--- src/rtl/goertzel_bank.sv ---
// goertzel_bank: NB-bin Goertzel DFT over N-sample frames, one shared cos multiplier time-multiplexed across bins.
// Ports: sample valid/ready in (i_sample*), coefficient write port (i_coef_*, o_coef_err), result valid/ready out (o_res_*).
// Optional GOERTZEL_MAG_EN adds o_res_mag = re^2 + im^2 registered with re/im.
module goertzel_bank #(
  parameter int IW = 12,
  parameter int OW = 32,
  parameter int N  = 126,
  parameter int NB = 4,
  parameter int CW = 16,
  localparam int AW  = (NB > 1) ? $clog2(NB) : 1,
  localparam int NCW = $clog2(N)
) (
  input  logic          i_clk,
  input  logic          i_rst_n,
  input  logic          i_clr,
  input  logic          i_sample_valid,
  output logic          o_sample_ready,
  input  logic [IW-1:0] i_sample,
  input  logic          i_coef_we,
  input  logic [AW-1:0] i_coef_addr,
  input  logic [CW-1:0] i_coef_cos,
  input  logic [CW-1:0] i_coef_sin,
  output logic          o_coef_err,
  output logic          o_res_valid,
  input  logic          i_res_ready,
  output logic [AW-1:0] o_res_bin,
  output logic          o_res_last,
  output logic [OW-1:0] o_res_re,
  output logic [OW-1:0] o_res_im
`ifdef GOERTZEL_MAG_EN
  ,
  output logic [2*OW-1:0] o_res_mag
`endif
);

  typedef enum logic [1:0] {IDLE, ACCUM, CALC, PRESENT} state_e;

  state_e state_q, state_d;

  logic [CW-1:0]  cos_q [NB];
  logic [CW-1:0]  sin_q [NB];
  logic [OW-1:0]  s1_q  [NB];
  logic [OW-1:0]  s2_q  [NB];
  logic [NCW-1:0] n_q;
  logic [AW-1:0]  b_q;
  logic [IW-1:0]  x_q;
  logic [AW-1:0]  bin_q;
  logic           last_q;
  logic [OW-1:0]  re_q, im_q;
  logic           coef_err_q;

  logic b_last, n_last, coef_ok;
  assign b_last  = (b_q == AW'(NB - 1));
  assign n_last  = (n_q == NCW'(N - 1));
  // Writes only land between frames so a frame never mixes coefficient sets.
  assign coef_ok = i_coef_we && (state_q == IDLE) && (n_q == '0) &&
                   ({1'b0, i_coef_addr} < (AW+1)'(NB));

  // Operands sign-extended to the full product width so the unsigned multiply
  // yields the exact two's-complement product.
  logic [OW+CW-1:0] cos_ext, sin_ext, s1_ext, prod_c, prod_s;
  assign cos_ext = {{OW{cos_q[b_q][CW-1]}}, cos_q[b_q]};
  assign sin_ext = {{OW{sin_q[b_q][CW-1]}}, sin_q[b_q]};
  assign s1_ext  = {{CW{s1_q[b_q][OW-1]}}, s1_q[b_q]};
  assign prod_c  = cos_ext * s1_ext;
  assign prod_s  = sin_ext * s1_ext;

  // Slicing at CW-3 doubles the coefficient (2cos); at CW-2 it is plain cos/sin.
  logic [OW-1:0] s0, calc_re, calc_im;
  assign s0      = {{(OW-IW){x_q[IW-1]}}, x_q} + prod_c[CW-3 +: OW] - s2_q[b_q];
  assign calc_re = prod_c[CW-2 +: OW] - s2_q[b_q];
  assign calc_im = prod_s[CW-2 +: OW];

  logic unused_bits;
  assign unused_bits = ^{prod_c, prod_s};

  always_comb begin
    state_d = state_q;
    unique case (state_q)
      IDLE:    if (i_sample_valid) state_d = ACCUM;
      ACCUM:   if (b_last) state_d = n_last ? CALC : IDLE;
      CALC:    state_d = PRESENT;
      PRESENT: if (i_res_ready) state_d = b_last ? IDLE : CALC;
      default: state_d = IDLE;
    endcase
    if (i_clr) state_d = IDLE;
  end

  always_ff @(posedge i_clk or negedge i_rst_n) begin
    if (!i_rst_n) state_q <= IDLE;
    else          state_q <= state_d;
  end

  always_ff @(posedge i_clk or negedge i_rst_n) begin
    if (!i_rst_n) begin
      for (int i = 0; i < NB; i++) begin
        cos_q[i] <= '0;
        sin_q[i] <= '0;
        s1_q[i]  <= '0;
        s2_q[i]  <= '0;
      end
      n_q        <= '0;
      b_q        <= '0;
      x_q        <= '0;
      bin_q      <= '0;
      last_q     <= 1'b0;
      re_q       <= '0;
      im_q       <= '0;
      coef_err_q <= 1'b0;
    end else begin
      coef_err_q <= i_coef_we && !coef_ok;
      if (coef_ok) begin
        cos_q[i_coef_addr] <= i_coef_cos;
        sin_q[i_coef_addr] <= i_coef_sin;
      end
      if (i_clr) begin
        n_q <= '0;
        b_q <= '0;
        for (int i = 0; i < NB; i++) begin
          s1_q[i] <= '0;
          s2_q[i] <= '0;
        end
      end else begin
        unique case (state_q)
          IDLE: if (i_sample_valid) begin
            x_q <= i_sample;
            b_q <= '0;
          end
          ACCUM: begin
            s2_q[b_q] <= s1_q[b_q];
            s1_q[b_q] <= s0;
            if (b_last) begin
              b_q <= '0;
              // n stays at N-1 through CALC/PRESENT; cleared after the last bin.
              if (!n_last) n_q <= n_q + NCW'(1);
            end else begin
              b_q <= b_q + AW'(1);
            end
          end
          CALC: begin
            re_q   <= calc_re;
            im_q   <= calc_im;
            bin_q  <= b_q;
            last_q <= b_last;
          end
          PRESENT: if (i_res_ready) begin
            if (b_last) begin
              n_q <= '0;
              b_q <= '0;
              for (int i = 0; i < NB; i++) begin
                s1_q[i] <= '0;
                s2_q[i] <= '0;
              end
            end else begin
              b_q <= b_q + AW'(1);
            end
          end
          default: ;
        endcase
      end
    end
  end

`ifdef GOERTZEL_MAG_EN
  logic [2*OW-1:0] re_sq, im_sq, mag_q;
  assign re_sq = {{OW{calc_re[OW-1]}}, calc_re} * {{OW{calc_re[OW-1]}}, calc_re};
  assign im_sq = {{OW{calc_im[OW-1]}}, calc_im} * {{OW{calc_im[OW-1]}}, calc_im};
  always_ff @(posedge i_clk or negedge i_rst_n) begin
    if (!i_rst_n)              mag_q <= '0;
    else if (!i_clr && state_q == CALC) mag_q <= re_sq + im_sq;
  end
  assign o_res_mag = mag_q;
`else
  // Magnitude path not built.
`endif

  assign o_sample_ready = (state_q == IDLE);
  assign o_res_valid    = (state_q == PRESENT);
  assign o_res_bin      = bin_q;
  assign o_res_last     = last_q;
  assign o_res_re       = re_q;
  assign o_res_im       = im_q;
  assign o_coef_err     = coef_err_q;

endmodule

--- config.mk ---
export PLATFORM = sky130hd
export DESIGN_NAME = goertzel_bank
export DESIGN_NICKNAME = d
export VERILOG_FILES = /design/src/rtl/goertzel_bank.sv
export SDC_FILE = /design/constraint.sdc
export NUM_CORES = 2
export LEC_CHECK = 0
export CAP_MARGIN = 20
export CELL_PAD_IN_SITES_DETAIL_PLACEMENT = 1
export CELL_PAD_IN_SITES_GLOBAL_PLACEMENT = 2
export CORE_ASPECT_RATIO = 0.5
export CORE_UTILIZATION = 30
export CTS_CLUSTER_DIAMETER = 100
export DETAILED_ROUTE_END_ITERATION = 6
export PLACE_DENSITY_LB_ADDON = 0.05
export SLEW_MARGIN = 20
export SYNTH_ARGS = -nofsm -noshare
export SYNTH_HDL_FRONTEND = slang
export SYNTH_SLANG_ARGS = --single-unit
--- constraint.sdc ---
create_clock -name i_clk -period 35.7 [get_ports i_clk]
set_input_delay 5.355 -clock i_clk [delete_from_list [all_inputs] [get_ports i_clk]]
set_output_delay 5.355 -clock i_clk [all_outputs]
set_load 0.005 [all_outputs]
# Word level (Yosys, flattened, before mapping)
# Cells that the tools add are included.
[op_classes]
add_sub_neg = 5
order_cmp = 4
bitwise = 3
reduce_logical = 16
muxes = 44
eq_ne = 10
mul = 2
[ops]
columns = ["op", "n"]
rows = [
  ["two-way mux 128 bit", 4],
  ["case mux 128 bit (2 select lines)", 2],
  ["bitwise mux 128 bit", 2],
  ["two-way mux 32 bit", 5],
  ["binary-select mux 32 bit (select 2 bit)", 2],
  ["bitwise mux 64 bit", 2],
  ["multiplier 16 x 32 -> 46 bit", 2],
  ["two-way mux 16 bit", 5],
  ["binary-select mux 16 bit (select 2 bit)", 2],
  ["demux 32 bit (select 2 bit)", 1],
  ["subtractor 32 bit", 2],
  ["two-way mux 7 bit", 5],
  ["adder 32 bit", 1],
  ["demux 16 bit (select 2 bit)", 1],
  ["two-way mux 2 bit", 10],
  ["case mux 7 bit (2 select lines)", 1],
  ["AND reduction 3 bit", 4],
  ["inequality test 3 bit (second input constant)", 3],
  ["case mux 2 bit (4 select lines)", 1],
  ["adder 7 x 1 -> 7 bit (second input constant)", 1],
  ["== test 7 bit (second input constant)", 1],
  ["zero test 7 bit", 1],
  ["== test 2 bit (second input constant)", 3],
  ["greater-or-equal comparator 3 bit (second input constant)", 2],
  ["14 further kinds", 21],
]
[word_totals]
reg_bits = 475
output_inout_bits = 70
input_bits = 52
wordCells = 109

# Longest topological paths before layout
[depth]
depth_word = 10
ltp_mapped = 47
ltp_nobuf = 41

# Worst setup path after synthesis
# Ideal clock, no wire load.
[synth_timing]
path_kind = "register to register"
start = "reg b_q[1]"
end = "reg s1_q[31] (netlist bit)"
t_arrival_ns = 11.344
path_stages_with_launch = 44
synth_period_minus_slack_ns = 11.465
path_buffers = 6
setup_ns = 0.121
path_slack_ns = 24.235
t_required_ns = 35.579
path_cell_list = "dfrtp_1 -> buf_2 -> buf_2 -> clkbuf_1 -> buf_2 -> buf_1 -> mux2_2 -> o21ai_1 -> clkbuf_1 -> nor2_1 -> fa_1 -> inv_1 -> fa_1 -> inv_1 -> fa_1 -> fa_1 -> fa_1 -> inv_1 -> [... 8 more ...] -> nand2_1 -> o21ai_1 -> and2_1 -> nor3_1 -> o21bai_1 -> xor2_1 -> fa_1 -> ha_1 -> or3_1 -> o21ai_1 -> inv_1 -> and2_1 -> a221o_1 -> a41o_1 -> or4_1 -> a31oi_1 -> xnor3_2 -> a22o_1"
[synth_via]
elab_chain_cells = 10
elab_cells_between_ends = 24
classes_between = "add/sub: 2; mul: 1; order compare: 2; eq/ne: 2; mux: 14; bitwise: 1; reduce/logical: 2"
[synth_lines]
columns = ["item", "line", "text"]
rows = [
  ["start: declaration", "45", "logic [AW-1:0] b_q;"],
  ["start signal: assignment", "137", "b_q <= b_q + AW'(1);"],
  ["start signal: assignment", "155", "b_q <= b_q + AW'(1);"],
  ["NOT 2 -> 3 bit (not written as such)", "-", ""],
  ["binary-select mux 16 bit (select 2 bit) / binary-select mux 32 bit (select 2 bit) (equally long branches)", "62, 64", ""],
  ["two-way mux 16 bit (not written as such) / two-way mux 32 bit (equally long branches) (2 in a row)", "62, 64", ""],
  ["multiplier 16 x 32 -> 46 bit", "65", "assign prod_c = cos_ext * s1_ext;"],
  ["adder 32 bit", "70", "assign s0 = {{(OW-IW){x_q[IW-1]}}, x_q} + prod_c[CW-3 +: OW] - s2_q[b_q];"],
  ["subtractor 32 bit", "70", ""],
  ["bitwise mux 128 bit", "131", "s1_q[b_q] <= s0;"],
  ["case mux 128 bit (2 select lines)", "124", "unique case (state_q)"],
  ["two-way mux 128 bit", "116", "if (i_clr) begin"],
  ["end signal: indexed assignment", "120", "s1_q[i] <= '0;"],
  ["end signal: indexed assignment", "131", ""],
  ["end signal: indexed assignment", "151", "s1_q[i] <= '0;"],
  ["end: declaration", "42", "logic [OW-1:0] s1_q [NB];"],
]
# Parallel ways exist; a longest one is shown, timed or not. The select of a mux whose other input is x is not followed.
# A chain may end at the register's enable or synchronous reset.

# Worst setup path after layout
[layout_timing]
start = "reg b_q[1]"
end = "reg s1_q[63] (netlist bit)"
# The elaborated chain is that of the path after synthesis.

==> results.cfg <==
[setup_path]
slowest_delay_ns = 0.77
crit_top_cell = fa_1
critPathLaunchType = flop
cp.required_ns = 36.27
critPathMaxFanout = 43
critPathArrivalTime_ns = 14.31
end_kind = flop
crit_type = reg2reg
crit_slowest_cell = dfrtp_4
crit_buf_inv = 7
path_delay_family = adder cells

[synth]
post_synth_num_cell_types = 76
ys_warn_count = 0
yosysTopAreaCell = fa_1
synth_cells = 5824
synth_edf_count = 0
netlist.area_leader.share = 0.344
syn_nets = 7136
syn_area_per_cell_sq_um = 9.74
syn_area_sq_um = 56700
ys_ff_latch = 475
async_flop_share = 1.00
ys.flop_type = dfrtp_1
yosysSeqAreaShare = 0.210
netlist_top_cells_area = fa_1 (34%), dfrtp_1 (21%), inv_1 (7.3%), ha_1 (6.3%), nand2_1 (6.2%)

[place]
io_buffers = 121
dp_hpwl_um = 160000
gp_congestion = 0.837

[clock_network]
clock_latency_ns = 0.71
numCtsBuffers = 54
post_cts_resized = 0
root_buffer = clkbuf_16
clkTransAtPathRegs_ns = 0.06
cts_max_path_buffers = 3
cts_hold_buffers = 0
clock_sinks = 475
post_cts_buffers = 0
cts_max_level = 2
cts_tree = done

[floorplanning]
die-area_sq_um = 191000
start_util = 0.303
num_rows = 112
pin_count = 122
core_sq_um = 187000
die_width_um = 617
dieHeight_um = 309

[final_layout]
syn2layout_area_growth_pct = 10.8
drive_gt1_frac = 0.0867
fill_cells = 21174
postLayoutCoreUtil = 0.336
num-nets-final = 7114
layout_commonest_cell = inv_1
layout_common_cells = inv_1 (1,102), fa_1 (974), nand2_1 (939)

[timing]
rsz0062_at_grt = no
min_period_ns = 13.74
fin_skew_ns = 0.0308
hold_viol_final = 0
min_period_over_period = 0.385
slew_headroom = 0.252
tightest_slew_ns = 1.12
timing.fmax_mhz = 72.8
setup_tns_ns = 0
setup_viol = 0
maxSlewViolCount = 0

[grt]
antenna_found_initial = 19
grt_usage = 0.232
grt_max_degree = 160
overflow = 0
grt_pass1_vias = 46842
grt_pass1_wl_um = 325000

[route]
drc_errors = 0
first_pass_iters = 5
wl_um = 215000
ant_nets = 0
vias_per_cell = 4.94
wire_per_inst_um = 25.8
drt_iter0_drc = 2609
vias = 41338

[run]
max_cap_viol_count = 0

[outcome]
status = complete, no violations

[min_path]
hold_class = reg2reg
-- through the flow --
| step | hold WS, ns | instances | instance area [sq um] | setup WS, ns |
|---|---|---|---|---|
| 2_1_floorplan | 0.444 | 5824 | 56700 | 24.24 |
| 3_3_place_gp | 0.456 | 8254 | 60900 | 22.17 |
| 3_5_place_dp | 0.467 | 8254 | 60900 | 22.02 |
| 4_1_cts | 0.481 | 8356 | 62800 | 21.96 |
| 5_1_grt | 0.502 | 8356 | 62800 | 21.37 |
| 6_report | 0.478 | 8362 | 62800 | 21.96 |
-- sequential cells by signal (all words and copies together), names as in the netlist --
register and cells:
s1_q 128, sin_q 64, x_q 12, n_q 7, o_res_bin 2, b_q 2
s2_q 128, o_coef_err 1, o_res_im 32, state_q 2, o_res_re 32, cos_q 64
o_res_last 1
-- layout make-up --
class,instances,area (sq um),area share
Antenna cell,6,15.0,0.000239
Clock buffer,71,1550,0.0246
Clock inverter,31,387,0.00615
Inverter,1103,4140,0.0659
Multi-Input combinational cell,3937,39700,0.631
Sequential cell,475,11900,0.189
Tap cell,2508,3140,0.0499
Timing Repair Buffer,231,2050,0.0327
-- cell usage after synthesis (46+ instances only) --
library cell,n
a21o_1,59
mux4_2,63
and2_1,119
o21ai_0,255
inv_1,1102
dfrtp_1,475
a21oi_1,102
nand2_1,941
clkbuf_1,277
fa_1,974
a22o_1,148
xnor2_1,104
xor2_1,49
mux2_2,167
o21a_1,46
ha_1,286
nor2_1,280
-- cell families (layout without fill, tap and decap cells) --
| kind of cell | Yosys count | after routing | synth area share |
|---|---|---|---|
| DFF | 475 | 475 | 0.210 |
| buffers and inverters | 1412 | 1436 | 0.0940 |
| AOI/OAI and AO/OA | 740 | 740 | 0.0875 |
| and+or+nand+nor | 1508 | 1508 | 0.112 |
| muxes | 275 | 275 | 0.0661 |
| xor gates and xnor gates | 154 | 154 | 0.0240 |
| other | 0 | 6 | 0 |
| adders and majority gates | 1260 | 1260 | 0.407 |
-- worst min-delay path, cell delays in order (launching register included) --
cell     delay [ns]
dfrtp_1        0.34
nand2_1        0.05
o21ai_0        0.06
-- layer usage --
| metal | wire (um) | vias up | GRT usage |
|---|---|---|---|
| met2 | 94300 | 762 | 0.361 |
| met1 | 110000 | 22462 | 0.355 |
| met5 | 13 | - | 0 |
| met4 | 2550 | 2 | 0.0302 |
| li1 | - | 17969 | - |
| met3 | 8880 | 143 | 0.0245 |
-- final timing paths --
kind,from,end,slack [ns],depth (start not counted)
worst max-delay path,b_q[1],s1_q[63],21.96,39
worst min-delay path,o_res_im[1],o_res_im[1],0.48,2
worst max register to register,b_q[1],s1_q[63],21.96,39
worst min register to register,o_res_im[1],o_res_im[1],0.48,2
max in group asynchronous,i_rst_n,cos_q[40],28.75,3
min in group asynchronous,i_rst_n,o_res_re[31],4.71,1
Power is not shown: default switching activity piles up to over one toggle a cycle in this logic, so the estimate is an artifact.
